`src/rtl/types_pkg.sv`:
```
// Shared types for the ALU exercise: the ALU operation encoding plus the
// arbiter's state type and sizing limits.
//
// Contents:
//   op_type       ALU operation selector (first literal is the reset value)
//   OP_RESET      value driven on alu_mode out of reset
//   ALU_ARB_MAX_REQ  upper bound on requesters sharing one ALU
//   arb_state_e   alu_arbiter FSM states
package types_pkg;

    typedef enum logic [1:0] {
        ADD = 2'd0,
        SUB = 2'd1,
        MUL = 2'd2,
        DIV = 2'd3
    } op_type;

    localparam op_type OP_RESET = ADD;

    localparam int ALU_ARB_MAX_REQ = 8;

    typedef enum logic [1:0] {
        IDLE = 2'd0,
        EXEC = 2'd1,
        RESP = 2'd2
    } arb_state_e;

endpackage

```
`src/rtl/alu_arbiter_rr_picker.sv`:
```
// Combinational round-robin selector. Scans rr_ptr+1, rr_ptr+2, ... (mod
// NUM_REQ) and returns the first requester found.
//
// Ports:
//   req      in   per-requester request bits
//   rr_ptr   in   index of the most recent grant
//   any_req  out  at least one request bit set
//   grant    out  winning index (0 when any_req is low)
module alu_arbiter_rr_picker #(
    parameter int NUM_REQ = 4,
    parameter int ID_W    = $clog2(NUM_REQ)
) (
    input  logic [NUM_REQ-1:0] req,
    input  logic [ID_W-1:0]    rr_ptr,
    output logic               any_req,
    output logic [ID_W-1:0]    grant
);

    logic [ID_W-1:0] sel;

    // Walk from the farthest candidate back to the nearest so the nearest
    // set bit after rr_ptr is the last (and therefore winning) assignment.
    always_comb begin
        any_req = 1'b0;
        grant   = '0;
        sel     = '0;
        for (int k = NUM_REQ; k >= 1; k--) begin
            sel = ID_W'((int'(rr_ptr) + k) % NUM_REQ);
            if (req[sel]) begin
                any_req = 1'b1;
                grant   = sel;
            end
        end
    end

endmodule

```
`src/rtl/alu_arbiter.sv`:
```
// Shares one ALU among NUM_REQ requesters. One operation in flight: grant a
// requester round-robin, present its operands to the ALU, wait ALU_LATENCY
// cycles, capture result/correct and return them with a one-cycle rsp_valid.
//
// Ports:
//   clock, reset              system clock, synchronous active-high reset
//   req / ack                 request (held until ack) / one-cycle accept pulse
//   req_value1/2, req_mode    per-requester operands and operation
//   rsp_valid                 one-cycle pulse to the granted requester
//   rsp_result, rsp_correct   last captured ALU outputs (held)
//   alu_value1/2, alu_mode    to the ALU, stable for the whole operation
//   alu_result, alu_correct   from the ALU
//   busy                      high whenever the FSM is not in IDLE
//   grant_count               per-requester accepted-op counters, saturating
//                             (only when ALU_ARBITER_STATS_EN is defined)
//
// state | meaning
// IDLE  | waiting for a request; grants on the edge one is seen
// EXEC  | operands on the ALU, counting down ALU_LATENCY
// RESP  | rsp_valid cycle; back to IDLE next edge
module alu_arbiter
    import types_pkg::*;
#(
    parameter int NUM_REQ     = 4,
    parameter int ALU_LATENCY = 2,
    parameter int ID_W        = $clog2(NUM_REQ)
) (
    input  logic                      clock,
    input  logic                      reset,
    input  logic [NUM_REQ-1:0]        req,
    input  logic [NUM_REQ-1:0][15:0]  req_value1,
    input  logic [NUM_REQ-1:0][15:0]  req_value2,
    input  op_type [NUM_REQ-1:0]      req_mode,
    output logic [NUM_REQ-1:0]        ack,
    output logic [NUM_REQ-1:0]        rsp_valid,
    output logic [31:0]               rsp_result,
    output logic [15:0]               rsp_correct,
    output logic [15:0]               alu_value1,
    output logic [15:0]               alu_value2,
    output op_type                    alu_mode,
    input  logic [31:0]               alu_result,
    input  logic [15:0]               alu_correct,
    output logic                      busy
`ifdef ALU_ARBITER_STATS_EN
    ,
    output logic [NUM_REQ-1:0][15:0]  grant_count
`endif
);

    localparam int CNT_W = (ALU_LATENCY > 1) ? $clog2(ALU_LATENCY) : 1;

    if (NUM_REQ < 2 || NUM_REQ > ALU_ARB_MAX_REQ) begin : g_bad_num_req
        $error("alu_arbiter: NUM_REQ out of range");
    end

    arb_state_e          state, state_d;
    logic [ID_W-1:0]     rr_ptr, rr_ptr_d;
    logic [ID_W-1:0]     gnt_id, gnt_id_d;
    logic [CNT_W-1:0]    cnt, cnt_d;
    logic [NUM_REQ-1:0]  ack_d, rsp_valid_d;
    logic [31:0]         rsp_result_d;
    logic [15:0]         rsp_correct_d;
    logic [15:0]         alu_value1_d, alu_value2_d;
    op_type              alu_mode_d;
    logic                any_req;
    logic [ID_W-1:0]     pick;

    alu_arbiter_rr_picker #(
        .NUM_REQ (NUM_REQ),
        .ID_W    (ID_W)
    ) u_picker (
        .req     (req),
        .rr_ptr  (rr_ptr),
        .any_req (any_req),
        .grant   (pick)
    );

    always_comb begin
        state_d       = state;
        rr_ptr_d      = rr_ptr;
        gnt_id_d      = gnt_id;
        cnt_d         = cnt;
        ack_d         = '0;
        rsp_valid_d   = '0;
        rsp_result_d  = rsp_result;
        rsp_correct_d = rsp_correct;
        alu_value1_d  = alu_value1;
        alu_value2_d  = alu_value2;
        alu_mode_d    = alu_mode;
        case (state)
            IDLE: begin
                if (any_req) begin
                    ack_d[pick]  = 1'b1;
                    alu_value1_d = req_value1[pick];
                    alu_value2_d = req_value2[pick];
                    alu_mode_d   = req_mode[pick];
                    gnt_id_d     = pick;
                    rr_ptr_d     = pick;
                    cnt_d        = CNT_W'(ALU_LATENCY - 1);
                    state_d      = EXEC;
                end
            end
            EXEC: begin
                if (cnt != '0) begin
                    cnt_d = cnt - CNT_W'(1);
                end else begin
                    rsp_result_d        = alu_result;
                    rsp_correct_d       = alu_correct;
                    rsp_valid_d[gnt_id] = 1'b1;
                    state_d             = RESP;
                end
            end
            RESP:    state_d = IDLE;
            default: state_d = IDLE;
        endcase
    end

    always_ff @(posedge clock) begin
        if (reset) begin
            state       <= IDLE;
            rr_ptr      <= ID_W'(NUM_REQ - 1);
            gnt_id      <= '0;
            cnt         <= '0;
            ack         <= '0;
            rsp_valid   <= '0;
            rsp_result  <= '0;
            rsp_correct <= '0;
            alu_value1  <= '0;
            alu_value2  <= '0;
            alu_mode    <= OP_RESET;
            busy        <= 1'b0;
        end else begin
            state       <= state_d;
            rr_ptr      <= rr_ptr_d;
            gnt_id      <= gnt_id_d;
            cnt         <= cnt_d;
            ack         <= ack_d;
            rsp_valid   <= rsp_valid_d;
            rsp_result  <= rsp_result_d;
            rsp_correct <= rsp_correct_d;
            alu_value1  <= alu_value1_d;
            alu_value2  <= alu_value2_d;
            alu_mode    <= alu_mode_d;
            busy        <= (state_d != IDLE);
        end
    end

`ifdef ALU_ARBITER_STATS_EN
    always_ff @(posedge clock) begin
        if (reset) begin
            grant_count <= '0;
        end else begin
            for (int i = 0; i < NUM_REQ; i++) begin
                if (ack_d[i] && grant_count[i] != 16'hFFFF) begin
                    grant_count[i] <= grant_count[i] + 16'd1;
                end
            end
        end
    end
`endif

endmodule

```
`config.mk`:
```
export PLATFORM = sky130hd
export DESIGN_NAME = alu_arbiter
export DESIGN_NICKNAME = d
export VERILOG_FILES = /design/src/rtl/types_pkg.sv /design/src/rtl/alu_arbiter_rr_picker.sv /design/src/rtl/alu_arbiter.sv
export SDC_FILE = /design/constraint.sdc
export NUM_CORES = 1
export LEC_CHECK = 0
export CAP_MARGIN = 20
export CORE_MARGIN = 5
export CORE_UTILIZATION = 25
export CTS_CLUSTER_DIAMETER = 60
export DETAILED_ROUTE_END_ITERATION = 7
export SLEW_MARGIN = 10
export SYNTH_ARGS = -nofsm -noshare
export SYNTH_HDL_FRONTEND = slang
export SYNTH_SLANG_ARGS = --single-unit
```
`constraint.sdc`:
```
create_clock -name clock -period 2.6 [get_ports clock]
set_input_delay 0.65 -clock clock [delete_from_list [all_inputs] [get_ports clock]]
set_output_delay 0.65 -clock clock [all_outputs]
set_load 0.02 [all_outputs]
```
==> key figures <==
Run status
  • Outcome: finished clean

Run
  • Max Cap Viol: 0

Floorplan
  • Top Ports: 281
  • Initial Util: 25.2%
  • Area of the die: 0.0207 mm^2
  • Die H: 144 um
  • Chip width: 144 um
  • Core area: 0.0178 mm^2
  • # rows: 49

CTS
  • Total CTS buffers: 9
  • # H-tree levels: 3
  • Clock Sinks: 98
  • Root buffer cell: clkbuf_16
  • Clock Tree Buf Depth: 2
  • Post-CTS Hold Fix Bufs: 0
  • Clock-pin slew on the worst setup and hold paths: 70 ps
  • Worst-Skew Late Latency: 350 ps
  • CTS tree: yes
  • Setup bufs post-CTS: 0
  • Post-CTS resize count: 0

Pwr
  • Leakage power: 2.81 nW
  • Switching part of the total: 32.6%
  • Comb pwr share: 35.7%
  • Clock power share: 28.4%
  • Seq pwr share: 35.9%
  • Peak supply drop: 309 uV
  • Sw Pwr: 1.60 mW
  • Total power density per cell area: 619 mW/mm^2
  • Pint: 3.32 mW

Layout
  • Layout cell share with drive strength beyond 1: 10.7%
  • Fin cells: 1,025
  • Nets@finish: 980
  • Fill count: 1,792
  • Synthesis-to-finish area growth: 77.5%
  • Finished Cell Area: 0.00795 mm^2

Critical path
  • Cell family with most CP delay: buffers and inverters
  • CP cell instances: clkdlybuf4s50_1 -> buf_4 -> nor2_1 -> nor3_2 -> or3_1 -> buf_4 -> nand3_1 -> a311oi_1
  • Most used cell, CP: buf_4
  • Worst path bufs/invs: 3
  • CP Class: primary input to register
  • Crit end category: register
  • CP Data Arrival Time: 2620 ps
  • Slowest-stage cell, CP: clkdlybuf4s50_1
  • Worst Path Required: 2850 ps
  • Crit Path Max Fanout: 19
  • Critical path startpoint category: primary input
  • CP max stage delay: 540 ps

Drt
  • Initial drt markers: 325
  • Drt via density: 4.85
  • Post-route DRC violation count: 0
  • Vias: 4,973
  • WL/cell: 18.0 um
  • Drt first pass iters: 5
  • WL final: 18,400 um
  • DRT antenna net count: 0

Synth
  • Area of the mapped netlist: 0.00448 mm^2
  • Netlist cell types: 40
  • Synth async-reset ratio: 0%
  • Synth top area cells: dfxtp_1 44%, a221oi_2 9.7%, nand2_1 8.6%
  • Number of flops mapped to enable cells by yosys: 0
  • Synth cell count leaders: 103 x nand2_1, 98 x dfxtp_1, 64 x nand3_1, 54 x a21oi_1, 43 x nor2_1
  • Yosys top cell area share: 43.8%
  • Post-synthesis sequential area ratio: 43.8%
  • Gate Count Post-Synth: 526
  • Synth warn: 0
  • Synth Flop Type: dfxtp_1
  • Area leader, netlist: dfxtp_1
  • Most instantiated library cell after synthesis: nand2_1
  • Post-Syn Nets: 716
  • Synthesis-stage register bit count: 98
  • Synthesized area per cell: 8.52 um^2

Place
  • DP Cell Count: 1,008
  • Routability Congestion: 0.811
  • IO Port Bufs: 280
  • Hpwl dp: 13,400 um
  • Placed Area: 0.00765 mm^2

STA
  • Max frequency: 422 MHz
  • Worst Skew: 6.51 ps
  • Final period util: 91.1%
  • Worst Tran Pin Value: 740 ps
  • Setup-failing EPs final: 0
  • Fin crit period: 2370 ps
  • Slew margin rel.: 50.6%
  • RSZ-0062 raised after global routing: false
  • Max Slew Vio Count: 0
  • Fin. Hold Viols: 0
  • Final setup TNS: 0 ps

GRT
  • Initial antenna violation count: 1
  • Vias in the first global route: 4,888
  • First-pass GRT wire length: 27,600 um
  • GRT Total Usage: 17.2%
  • Largest net degree at the start of global routing: 66
  • GR Overflow Total: 0

Worst hold path
  • Hold Path Class: register to register
## through the flow
stage / power [mW] / setup slack (ps) / hold WS, ps / util (%)
floorplan: 2.67 / 536 / 429 / -
global placement: 3.57 / -76.1 / 441 / 43.0
detailed placement: 3.57 / -150 / 446 / 43.0
CTS: 5.00 / 224 / 455 / 44.7
global route: 5.20 / 12.7 / 471 / 44.7
finish: 4.93 / 231 / 454 / 44.7
## cell families after synthesis
| logic type | share of synthesized area [%] |
|---|---|
| compound gates | 26.9 |
| flops | 43.8 |
| buf+inv | 6.17 |
| simple gates | 23.1 |
## cell type report
type	count	area [um^2]	area share [%]
timing repair buffer	306	3120	39.2
multi-input combinational	374	2270	28.6
sequential	98	1960	24.7
tap	229	287	3.60
clock buffer	11	243	3.05
clock inverter	5	61.3	0.771
inverter	1	3.75	0.0472
antenna	1	2.50	0.0315
## worst paths after layout
kind / cells after the start / endpoint / startpoint / slack (ps)
min: 2 / rsp_result[23]$_SDFFE_PP0P_ / rsp_result[23]$_SDFFE_PP0P_ / 450
min reg2reg: 2 / rsp_result[23]$_SDFFE_PP0P_ / rsp_result[23]$_SDFFE_PP0P_ / 450
max reg2reg: 6 / alu_value1[3]$_SDFFE_PP0P_ / rr_ptr[0]$_SDFFE_PP1P_ / 640
max: 8 / alu_value1[4]$_SDFFE_PP0P_ / req[3] / 230
## per-layer routing
layer  up-vias  wire [um]  track usage, %
li1       2449          -               -
met1      2321       7460            21.0
met2       177       8970            29.1
met3        26       1550            4.73
met4         0        439            5.80
met5         -          0               0
## registers in the layout (all words and copies together), names as in the netlist
signal	cells
rsp_correct	16
cnt	1
ack	4
state	2
rsp_valid	4
rsp_result	32
busy	1
alu_value2	16
gnt_id	2
alu_mode	2
alu_value1	16
rr_ptr	2
## layout by cell type, fill, tap and decap left out, types with 2 or more instances in the layout
cell / n
clkdlybuf4s50_1: 279
nand2_1: 103
dfxtp_1: 98
nand3_1: 64
a21oi_1: 54
nor2_1: 42
a311oi_1: 34
a221oi_2: 29
buf_4: 17
buf_12: 10
clkbuf_16: 9
a31oi_1: 8
nand2b_1: 4
o311a_1: 4
nor3b_1: 3
a21oi_2: 2
a211oi_4: 2
nor3_1: 2
inv_6: 2
## tightest hold or removal path, cell delays in order (launching register included)
cell and delay, ps:
dfxtp_1 310, nand2_1 50, a21oi_1 50
## power by group through the flow
stage	logic, mW	clock network [mW]	registers [mW]
floorplan	0.698	0	1.97
detailed placement	1.77	0	1.80
global placement	1.77	0	1.80
finish	1.76	1.40	1.77
global route	1.89	1.53	1.79
CTS	1.77	1.46	1.77
(Power assumes the default switching activity.)
